**src/rtl/reboot_pkg.sv**
```systemverilog
// Shared types and constants for the reboot controller: FSM encoding, software
// key values and helpers that locate the sw/wdt bits inside the reason vector.
package reboot_pkg;

  typedef enum logic [2:0] {
    StIdle,
    StArmed,
    StWarn,
    StAssert,
    StHoldoff
  } state_e;

  // Two-step software reboot keys
  localparam logic [15:0] KeyArm  = 16'hA55A;
  localparam logic [15:0] KeyFire = 16'h5AA5;

  // Quiet time after the reset pulse before new requests are accepted
  localparam int unsigned HoldoffCycles = 16;

  // Reason vector layout: [n_src-1:0] hw sources, then sw, then wdt
  function automatic int unsigned reason_sw_bit(input int unsigned n_src);
    return n_src;
  endfunction

  function automatic int unsigned reason_wdt_bit(input int unsigned n_src);
    return n_src + 1;
  endfunction

  // States in which new reboot causes are accepted
  function automatic logic state_is_quiet(input state_e s);
    return (s == StIdle) || (s == StArmed);
  endfunction

endpackage

```
**src/rtl/reboot_wdt.sv**
```systemverilog
// Watchdog down-counter. Counts while enabled and not held; a kick, a disable
// or an explicit reload restores the full timeout. Expire pulses when the count
// sits at zero during a counting cycle without a kick (kick wins the tie).
module reboot_wdt #(
  parameter int unsigned CYCLES = 50000000,
  parameter int unsigned CNT_W  = 26
) (
  input  logic clk,
  input  logic rst,
  input  logic en,
  input  logic kick,
  input  logic hold,
  input  logic reload,
  output logic expire
);

  localparam logic [CNT_W-1:0] LoadVal = CNT_W'(CYCLES - 1);

  logic [CNT_W-1:0] cnt_q, cnt_d;

  // Next count and expiry detection
  always_comb begin
    cnt_d  = cnt_q;
    expire = en && !hold && !kick && (cnt_q == '0);
    if (kick || !en || reload) begin
      cnt_d = LoadVal;
    end else if (!hold && (cnt_q != '0)) begin
      cnt_d = cnt_q - CNT_W'(1);
    end
  end

  // Counter register
  always_ff @(posedge clk or negedge rst) begin
    if (!rst) begin
      cnt_q <= LoadVal;
    end else begin
      cnt_q <= cnt_d;
    end
  end

endmodule

```
**src/rtl/reboot_ctrl_multi.sv**
```systemverilog
// Reboot controller: merges masked hardware request edges, a keyed ARM/FIRE
// software reboot and a watchdog into a pre-warned, timed system reset pulse.
// Latches the one-hot reason and a saturating reboot count for telemetry.
module reboot_ctrl_multi
  import reboot_pkg::*;
#(
  parameter int unsigned N_SRC       = 4,
  parameter int unsigned WDT_CYCLES  = 50000000,
  parameter int unsigned WARN_CYCLES = 1000,
  parameter int unsigned HOLD_CYCLES = 256,
  parameter int unsigned ARM_WIN     = 4096,
  parameter int unsigned CNT_W       = 26
) (
  input  logic             clk,
  input  logic             rst,
  input  logic [N_SRC-1:0] src_req,
  input  logic [N_SRC-1:0] src_mask,
  input  logic             sw_key_wr,
  input  logic [15:0]      sw_key,
  input  logic             wdt_en,
  input  logic             wdt_kick,
  input  logic             reason_clr,
  output logic             sys_rst_n,
  output logic             pre_warn,
  output logic             busy,
  output logic [N_SRC+1:0] reason,
  output logic [7:0]       boot_cnt
);

  localparam int unsigned SwBit  = reason_sw_bit(N_SRC);
  localparam int unsigned WdtBit = reason_wdt_bit(N_SRC);

  localparam logic [CNT_W-1:0] ArmLoad     = CNT_W'(ARM_WIN - 1);
  localparam logic [CNT_W-1:0] WarnLoad    = CNT_W'(WARN_CYCLES - 1);
  localparam logic [CNT_W-1:0] HoldLoad    = CNT_W'(HOLD_CYCLES - 1);
  localparam logic [CNT_W-1:0] HoldoffLoad = CNT_W'(HoldoffCycles - 1);

  state_e           state_q, state_d;
  logic [CNT_W-1:0] cnt_q, cnt_d;

  logic [N_SRC-1:0] src_q;
  logic             primed_q;
  logic [N_SRC-1:0] hw_edge;
  logic [N_SRC-1:0] hw_first;

  logic             quiet;
  logic             key_arm;
  logic             key_fire;
  logic             sw_cause;
  logic             wdt_expire;
  logic             trigger;
  logic             warn_entry;
  logic             assert_entry;
  logic             leave_holdoff;
  logic [N_SRC+1:0] reason_next;

  logic [N_SRC+1:0] reason_q;
  logic [7:0]       boot_cnt_q;

  // Cause detection and the one-hot priority encode (wdt > sw > lowest hw)
  always_comb begin
    quiet    = state_is_quiet(state_q);
    key_arm  = sw_key_wr && (sw_key == KeyArm);
    key_fire = sw_key_wr && (sw_key == KeyFire);
    sw_cause = (state_q == StArmed) && key_fire;
    // The first sampled level after reset only primes the detector
    hw_edge  = primed_q ? (src_req & ~src_q & src_mask) : '0;
    // Isolate the lowest set bit
    hw_first = hw_edge & (-hw_edge);
    trigger  = quiet && (wdt_expire || sw_cause || (|hw_edge));

    reason_next = '0;
    if (wdt_expire) begin
      reason_next[WdtBit] = 1'b1;
    end else if (sw_cause) begin
      reason_next[SwBit] = 1'b1;
    end else begin
      reason_next[N_SRC-1:0] = hw_first;
    end

    warn_entry    = trigger;
    assert_entry  = (state_q == StWarn) && (cnt_q == '0);
    leave_holdoff = (state_q == StHoldoff) && (cnt_q == '0);
  end

  // FSM next state and shared down-counter
  always_comb begin
    state_d = state_q;
    cnt_d   = cnt_q;
    unique case (state_q)
      StIdle: begin
        if (trigger) begin
          state_d = StWarn;
          cnt_d   = WarnLoad;
        end else if (key_arm) begin
          state_d = StArmed;
          cnt_d   = ArmLoad;
        end
      end
      StArmed: begin
        if (trigger) begin
          state_d = StWarn;
          cnt_d   = WarnLoad;
        end else if (sw_key_wr || (cnt_q == '0)) begin
          // Wrong key or arm window expired: abandon without rebooting
          state_d = StIdle;
        end else begin
          cnt_d = cnt_q - CNT_W'(1);
        end
      end
      StWarn: begin
        if (cnt_q == '0) begin
          state_d = StAssert;
          cnt_d   = HoldLoad;
        end else begin
          cnt_d = cnt_q - CNT_W'(1);
        end
      end
      StAssert: begin
        if (cnt_q == '0) begin
          state_d = StHoldoff;
          cnt_d   = HoldoffLoad;
        end else begin
          cnt_d = cnt_q - CNT_W'(1);
        end
      end
      StHoldoff: begin
        if (cnt_q == '0) begin
          state_d = StIdle;
        end else begin
          cnt_d = cnt_q - CNT_W'(1);
        end
      end
      default: begin
        state_d = StIdle;
        cnt_d   = '0;
      end
    endcase
  end

  // FSM state and counter registers
  always_ff @(posedge clk or negedge rst) begin
    if (!rst) begin
      state_q <= StIdle;
      cnt_q   <= '0;
    end else begin
      state_q <= state_d;
      cnt_q   <= cnt_d;
    end
  end

  // Outputs decoded from the registered state
  always_comb begin
    sys_rst_n = (state_q != StAssert);
    pre_warn  = (state_q == StWarn);
    busy      = !quiet;
    reason    = reason_q;
    boot_cnt  = boot_cnt_q;
  end

  // Request edge detector; tracks src_req in every state so levels raised
  // during a reboot never look like fresh edges afterwards
  always_ff @(posedge clk or negedge rst) begin
    if (!rst) begin
      src_q    <= '0;
      primed_q <= 1'b0;
    end else begin
      src_q    <= src_req;
      primed_q <= 1'b1;
    end
  end

  // Reason latch: a WARN-entry latch takes precedence over a clear
  always_ff @(posedge clk or negedge rst) begin
    if (!rst) begin
      reason_q <= '0;
    end else if (warn_entry) begin
      reason_q <= reason_next;
    end else if (reason_clr) begin
      reason_q <= '0;
    end
  end

  // Saturating count of reset pulses issued
  always_ff @(posedge clk or negedge rst) begin
    if (!rst) begin
      boot_cnt_q <= '0;
    end else if (assert_entry && (boot_cnt_q != 8'hFF)) begin
      boot_cnt_q <= boot_cnt_q + 8'd1;
    end
  end

  reboot_wdt #(
    .CYCLES(WDT_CYCLES),
    .CNT_W (CNT_W)
  ) u_wdt (
    .clk   (clk),
    .rst   (rst),
    .en    (wdt_en),
    .kick  (wdt_kick),
    .hold  (!quiet),
    .reload(leave_holdoff),
    .expire(wdt_expire)
  );

endmodule

```
**config.mk**
```make
export PLATFORM = sky130hd
export DESIGN_NAME = reboot_ctrl_multi
export DESIGN_NICKNAME = d
export VERILOG_FILES = /design/src/rtl/reboot_pkg.sv /design/src/rtl/reboot_wdt.sv /design/src/rtl/reboot_ctrl_multi.sv
export SDC_FILE = /design/constraint.sdc
export NUM_CORES = 1
export LEC_CHECK = 0
export CAP_MARGIN = 0
export CORE_MARGIN = 4
export CORE_UTILIZATION = 35
export CTS_BUF_LIST = sky130_fd_sc_hd__clkbuf_8
export CTS_CLUSTER_DIAMETER = 80
export DETAILED_ROUTE_END_ITERATION = 10
export GPL_TIMING_DRIVEN = 0
export PLACE_DENSITY = 0.67
export RECOVER_POWER = 50
export SETUP_SLACK_MARGIN = 0.5
export SYNTH_ARGS = -nofsm -noshare
export SYNTH_HDL_FRONTEND = slang
export SYNTH_SLANG_ARGS = --single-unit
```
**constraint.sdc**
```tcl
create_clock -name clk -period 2.7 [get_ports clk]
set_input_delay 0.81 -clock clk [delete_from_list [all_inputs] [get_ports clk]]
set_output_delay 0.81 -clock clk [all_outputs]
set_load 0.02 [all_outputs]
```
==> metrics.yaml, run 1 <==
sta:
  fin_ws_ns: -0.139
  hold_violations: 0
  hold-worst-slack_ns: 0.483
  fin_crit_sh_pct: 105
  period_minus_slack_ns: 2.84
  fmax_mhz: 352
  slew_headroom_pct: 9.84
  worst_pin_slew_ns: 1.35
  maxSlewViolCount: 0
  finClkSkew_ns: 0.0116
  rsz0062_at_grt: "yes"
  setup_viol: 26
finish:
  antenna_cells: 0
  layout_commonest_cell: "dfrtp_1"
  final_layout_size_suffix_gt1_share_pct: 37.7
  utilization_pct: 54.9
  nNetsFinal: 621
  mostFrequentLayoutCells: "54 x dfrtp_1, 45 x nor2_1, 40 x buf_4"
  area_growth_syn_to_layout_pct: 51.2
floorplanning:
  ioPinCount: 47
  die-area_um2: 13800
  fp.dieH_um: 118
  initial_utilization_pct: 36.3
  fp.dieW_um: 118
  core_um2: 11600
  row_count: 39
yosys:
  synth_edf_count: 0
  synthCells: 461
  synth-seq-area-share_pct: 44.6
  syn_area_um2: 4200
  synthFlopType: "dfrtp_1"
  synth_cell_types: 61
  ys_async_sr_fraction_pct: 100
  synth.net_count: 496
  synth_area_leaders: "dfrtp_1 33%, dfstp_2 11%, nor2_1 4.8%"
  syn_area_per_cell_um2: 9.12
  synth_top_area_share_pct: 33.3
  ys_ff_latch: 74
  ys_warn_count: 0
  yosys.area.top_type: "dfrtp_1"
placed_design:
  numPortBuffers: 46
  gp_congestion: 0.891
  pre_cts_ws_ns: -0.827
  dp_hpwl_um: 7790
run_status:
  outcome: "complete, but fails checks"
  violations: "negative setup slack"
worst_hold_path:
  holdCritPathClass: "primary input to async pin"
clocking:
  tritoncts: "built"
  clkTransAtPathRegs_ns: 0.09
  clock_sink_count: 74
  cts-root-buf: "clkbuf_8"
  cts_buffer_depth: 2
  h-tree-depth: 3
  cts_inserted_buffers: 9
  clock_latency_ns: 0.36
  ctsHoldBuffers: 0
routing:
  vias: 4254
  first_iter_violations: 228
  routed_via_density: 5.80
  wl_per_cell_um: 18.7
  drc_errors: 0
  postRouteAntennaNets: 0
  drt-pass1-iter-count: 5
  wl_um: 13700
setup_path:
  crit_required_ns: 2.94
  start_kind: "flop"
  critPathKind: "flop to flop"
  cp-end-kind: "flop"
  critPathMaxFanout: 5
  critPathArrivalTime_ns: 3.07
grt:
  track_usage_pct: 18.4
  grt_max_degree: 62
  grt_pass1_vias: 4340
  grt_pass1_wl_um: 21400
  grt_overflow: 0
  antenna_found_initial: 0
run:
  maxCapViolCount: 0
power_and_ir_drop:
  leakage_nw: 2.66
  vdd_drop_max_mv: 0.333
  p_per_area_nw_per_um2: 323
==> final cells by class <==
type                            instances  area, um2
Inverter                               11       43.8
Fill cell                             928       5210
Multi-Input combinational cell        361       2790
Clock inverter                          7       47.5
Timing Repair Buffer                  114       1110
Sequential cell                        74       1880
Clock buffer                            9        124
Tap cell                              143        179
Buffer                                 15        186
==> where the power goes <==
part           switching [W]  leakage (nW)  internal, W
Clock               0.000467        0.0904     0.000332
Sequential        0.00000147         0.876      0.00111
Combinational      0.0000710          1.69    0.0000693
Total               0.000540          2.66      0.00151
==> cell usage after synthesis, drive strengths merged (6+ instances only) <==
cell type,instances
o21ai,41
xor2,12
nor4,11
nand2b,6
nand4,8
dfstp,18
a22o,10
dfrtp,56
or3,7
xnor2,17
nor2b,6
a21oi,19
inv,10
or4,10
nand2,46
nor2,56
nand3,12
nor3,27
buf,6
clkbuf,9
==> per-layer routing <==
metal	track usage, %	up-vias	routed length (um)
li1	-	1941	-
met1	22.2	2063	5370
met2	31.9	184	6880
met3	3.94	66	882
met4	7.55	0	612
met5	0	-	0
==> logic make-up after synthesis <==
| family | Yosys count | share of synthesized area [%] |
|---|---|---|
| adders and majority gates | 5 | 1.49 |
| other | 1 | 0.0892 |
| xor gates and xnor gates | 29 | 6.04 |
| and+or+nand+nor | 215 | 27.0 |
| DFF | 74 | 44.6 |
| muxes | 2 | 0.506 |
| AOI/OAI and AO/OA | 109 | 17.5 |
| buffers and inverters | 26 | 2.80 |
==> registers in the layout, indices dropped and copies added, names as in the netlist <==
| name | cells |
|---|---|
| state_q | 3 |
| boot_cnt | 8 |
| reason | 6 |
| src_q | 4 |
| primed_q | 1 |
| cnt_q | 26 |
| u_wdt.cnt_q | 26 |
==> worst paths after layout <==
| kind | end | slack, ns | cells past startpoint | from |
|---|---|---|---|---|
| setup / recovery | cnt_q[20]$_DFFE_PN0P_ | -0.14 | 11 | cnt_q[10]$_DFFE_PN0P_ |
| hold / removal | cnt_q[1]$_DFFE_PN0P_ | 0.48 | 1 | rst |
| setup reg to reg | cnt_q[20]$_DFFE_PN0P_ | -0.14 | 11 | cnt_q[10]$_DFFE_PN0P_ |
| hold reg to reg | boot_cnt[5]$_DFFE_PN0P_ | 0.49 | 1 | boot_cnt[5]$_DFFE_PN0P_ |
| max in group asynchronous | state_q[1]$_DFFE_PN0P_ | 0.32 | 2 | rst |
| min in group clk | boot_cnt[5]$_DFFE_PN0P_ | 0.49 | 1 | boot_cnt[5]$_DFFE_PN0P_ |
==> critical path, stage by stage, from the launching register on <==
cell and delay (ns):
dfrtp_1 0.42, or4_4 0.49, buf_6 0.13, or3_4 0.36
or3_1 0.33, buf_6 0.14, a21boi_4 0.14, o31a_4 0.23
buf_12 0.12, buf_16 0.12, a2bb2oi_2 0.15, o41ai_2 0.08
==> repair_timing <==
action                                  in CTS  in global routing
resized for setup                          182                 70
pin swaps                                   43                 29
setup buffers                               45                 17
cloned                                       5                  0
endpoints found under the setup margin      77                 77
==> metrics by stage <==
step | TNS [ns] | cell area [um2] | cells | total power [W]
2_1_floorplan | 0 | 4270 | 461 | 0.00116
3_3_place_gp | -136.68 | 4900 | 650 | 0.00124
3_5_place_dp | -22.39 | 4930 | 651 | 0.00124
4_1_cts | -0.945 | 5980 | 717 | 0.00204
5_1_grt | -4.08 | 6350 | 734 | 0.00213
6_report | -1.90 | 6350 | 734 | 0.00205
No activity file was read; power rests on OpenSTA's default activity.
==> run 2: changes to the inputs <==
Settings changed: CELL_PAD_IN_SITES_DETAIL_PLACEMENT set to 0, CELL_PAD_IN_SITES_GLOBAL_PLACEMENT set to 2, CORE_UTILIZATION 35 to 33, PLACE_DENSITY 0.67 to 0.9.
==> metrics.yaml, run 2 (same netlist as run 1, synthesis figures left out) <==
setup_path:
  crit_buf_inv: 3
  start_kind: "flop"
  cp-end-kind: "flop"
  critPathKind: "flop to flop"
  critPathArrivalTime_ns: 3.03
  crit_chain: "or4_1, buf_6, or3_4, or3_4, buf_8, a21boi_4, o31a_4, buf_8, a2bb2oi_2, o31ai_1"
  cp_slowest_cell: "or4_1"
  critPathTopFamily: "simple AND/OR/NAND/NOR gates"
  max_stage_delay_ns: 0.53
  critPathMaxFanout: 7
  crit_required_ns: 2.94
clocking:
  cts_inserted_buffers: 9
  tritoncts: "built"
  clkTransAtPathRegs_ns: 0.08
  cts_buffer_depth: 2
  cts-root-buf: "clkbuf_8"
  clock_latency_ns: 0.37
  h-tree-depth: 3
  clock_sink_count: 74
run_status:
  violations: "negative setup slack"
  outcome: "complete, but fails checks"
sta:
  rsz0062_at_grt: "yes"
  hold_violations: 0
  fin_ws_ns: -0.0913
  worst_pin_slew_ns: 1.18
  period_minus_slack_ns: 2.79
  finalSetupTns_ns: -1.15
  finClkSkew_ns: 0.0145
  hold-worst-slack_ns: 0.494
  maxSlewViolCount: 0
  fmax_mhz: 358
  fin_crit_sh_pct: 103
  setup_viol: 23
  slew_headroom_pct: 21.0
floorplanning:
  die-area_um2: 14600
  core_um2: 12300
  ioPinCount: 47
  row_count: 40
  fp.dieW_um: 121
  fp.dieH_um: 121
  initial_utilization_pct: 34.3
routing:
  vias: 4102
  wl_per_cell_um: 16.8
  drc_errors: 0
  wl_um: 12600
  first_iter_violations: 207
  routed_via_density: 5.45
  postRouteAntennaNets: 0
  drt-pass1-iter-count: 5
grt:
  grt_pass1_vias: 4185
  grt_overflow: 0
  grt_max_degree: 54
  grt_pass1_wl_um: 20600
  track_usage_pct: 17.6
  antenna_found_initial: 0
finish:
  final_layout_size_suffix_gt1_share_pct: 33.0
  area_growth_syn_to_layout_pct: 47.1
  antenna_cells: 0
  fillCellCount: 1134
  nNetsFinal: 614
  layout_commonest_cell: "dfrtp_1"
  mostFrequentLayoutCells: "53 x dfrtp_1, 47 x nor2_1, 43 x buf_4"
  utilization_pct: 50.4
power_and_ir_drop:
  intPower_w: 0.00172
  leakage_nw: 2.49
  vdd_drop_max_mv: 0.241
  comb_power_share_pct: 5.6
  power_w: 0.00225
  p_sw_w: 0.000528
  p_seq_share_pct: 49.4
  swShare_pct: 23.4
  clkPwrFrac_pct: 45.0
  p_per_area_nw_per_um2: 364
placed_design:
  numPortBuffers: 46
  dp_hpwl_um: 7960
  pre_cts_ws_ns: -0.884
  gp_congestion: 0.827
worst_hold_path:
  holdCritPathClass: "flop to flop"
run:
  maxCapViolCount: 0
[run 2: final timing paths]
check,start,to,slack [ns],cells past startpoint
setup / recovery,cnt_q[10]$_DFFE_PN0P_,cnt_q[24]$_DFFE_PN0P_,-0.09,10
hold / removal,boot_cnt[5]$_DFFE_PN0P_,boot_cnt[5]$_DFFE_PN0P_,0.49,1
min in group asynchronous,rst,primed_q$_DFF_PN0_,0.66,1
hold reg to reg,boot_cnt[5]$_DFFE_PN0P_,boot_cnt[5]$_DFFE_PN0P_,0.49,1
max in group asynchronous,rst,state_q[1]$_DFFE_PN0P_,0.53,2
setup reg to reg,cnt_q[10]$_DFFE_PN0P_,cnt_q[24]$_DFFE_PN0P_,-0.09,10
[run 2: repair_timing]
action,CTS,global route
gates cloned,3,1
endpoints found under the setup margin,82,74
pin swaps,62,28
hold buffers,0,0
setup buffers,38,18
resized for setup,157,48
[run 2: stage by stage]
| stage | cells | instance area, um2 |
|---|---|---|
| after floorplan | 461 | 4270 |
| after global placement | 675 | 4940 |
| after detailed placement | 676 | 4960 |
| after CTS | 733 | 5880 |
| after global routing | 752 | 6180 |
| final | 752 | 6180 |
[run 2: final cells by class]
cell class,count,area (um2),share of cell area (%)
Buffer,15,206,3.34
Clock buffer,10,138,2.23
Clock inverter,6,88.8,1.44
Inverter,11,43.8,0.709
Multi-Input combinational cell,361,2640,42.6
Sequential cell,74,1880,30.4
Tap cell,168,210,3.40
Timing Repair Buffer,107,981,15.9
[run 2: metal layers]
layer | vias up | share of wire (%) | GRT usage [%]
met3 | 28 | 4.4 | 3.54
met4 | 0 | 2.8 | 8.85
li1 | 1928 | - | -
met5 | - | 0 | 0
met1 | 2037 | 46 | 23.3
met2 | 109 | 47 | 27.2
[run 2: power groups by stage]
stage | clock network, W | logic [W] | registers (W)
after floorplan | 0 | 0.0000277 | 0.00113
after global placement | 0 | 0.000104 | 0.00113
after detailed placement | 0 | 0.000110 | 0.00113
after CTS | 0.00104 | 0.000128 | 0.00111
after global routing | 0.00109 | 0.000139 | 0.00111
final | 0.00101 | 0.000126 | 0.00111
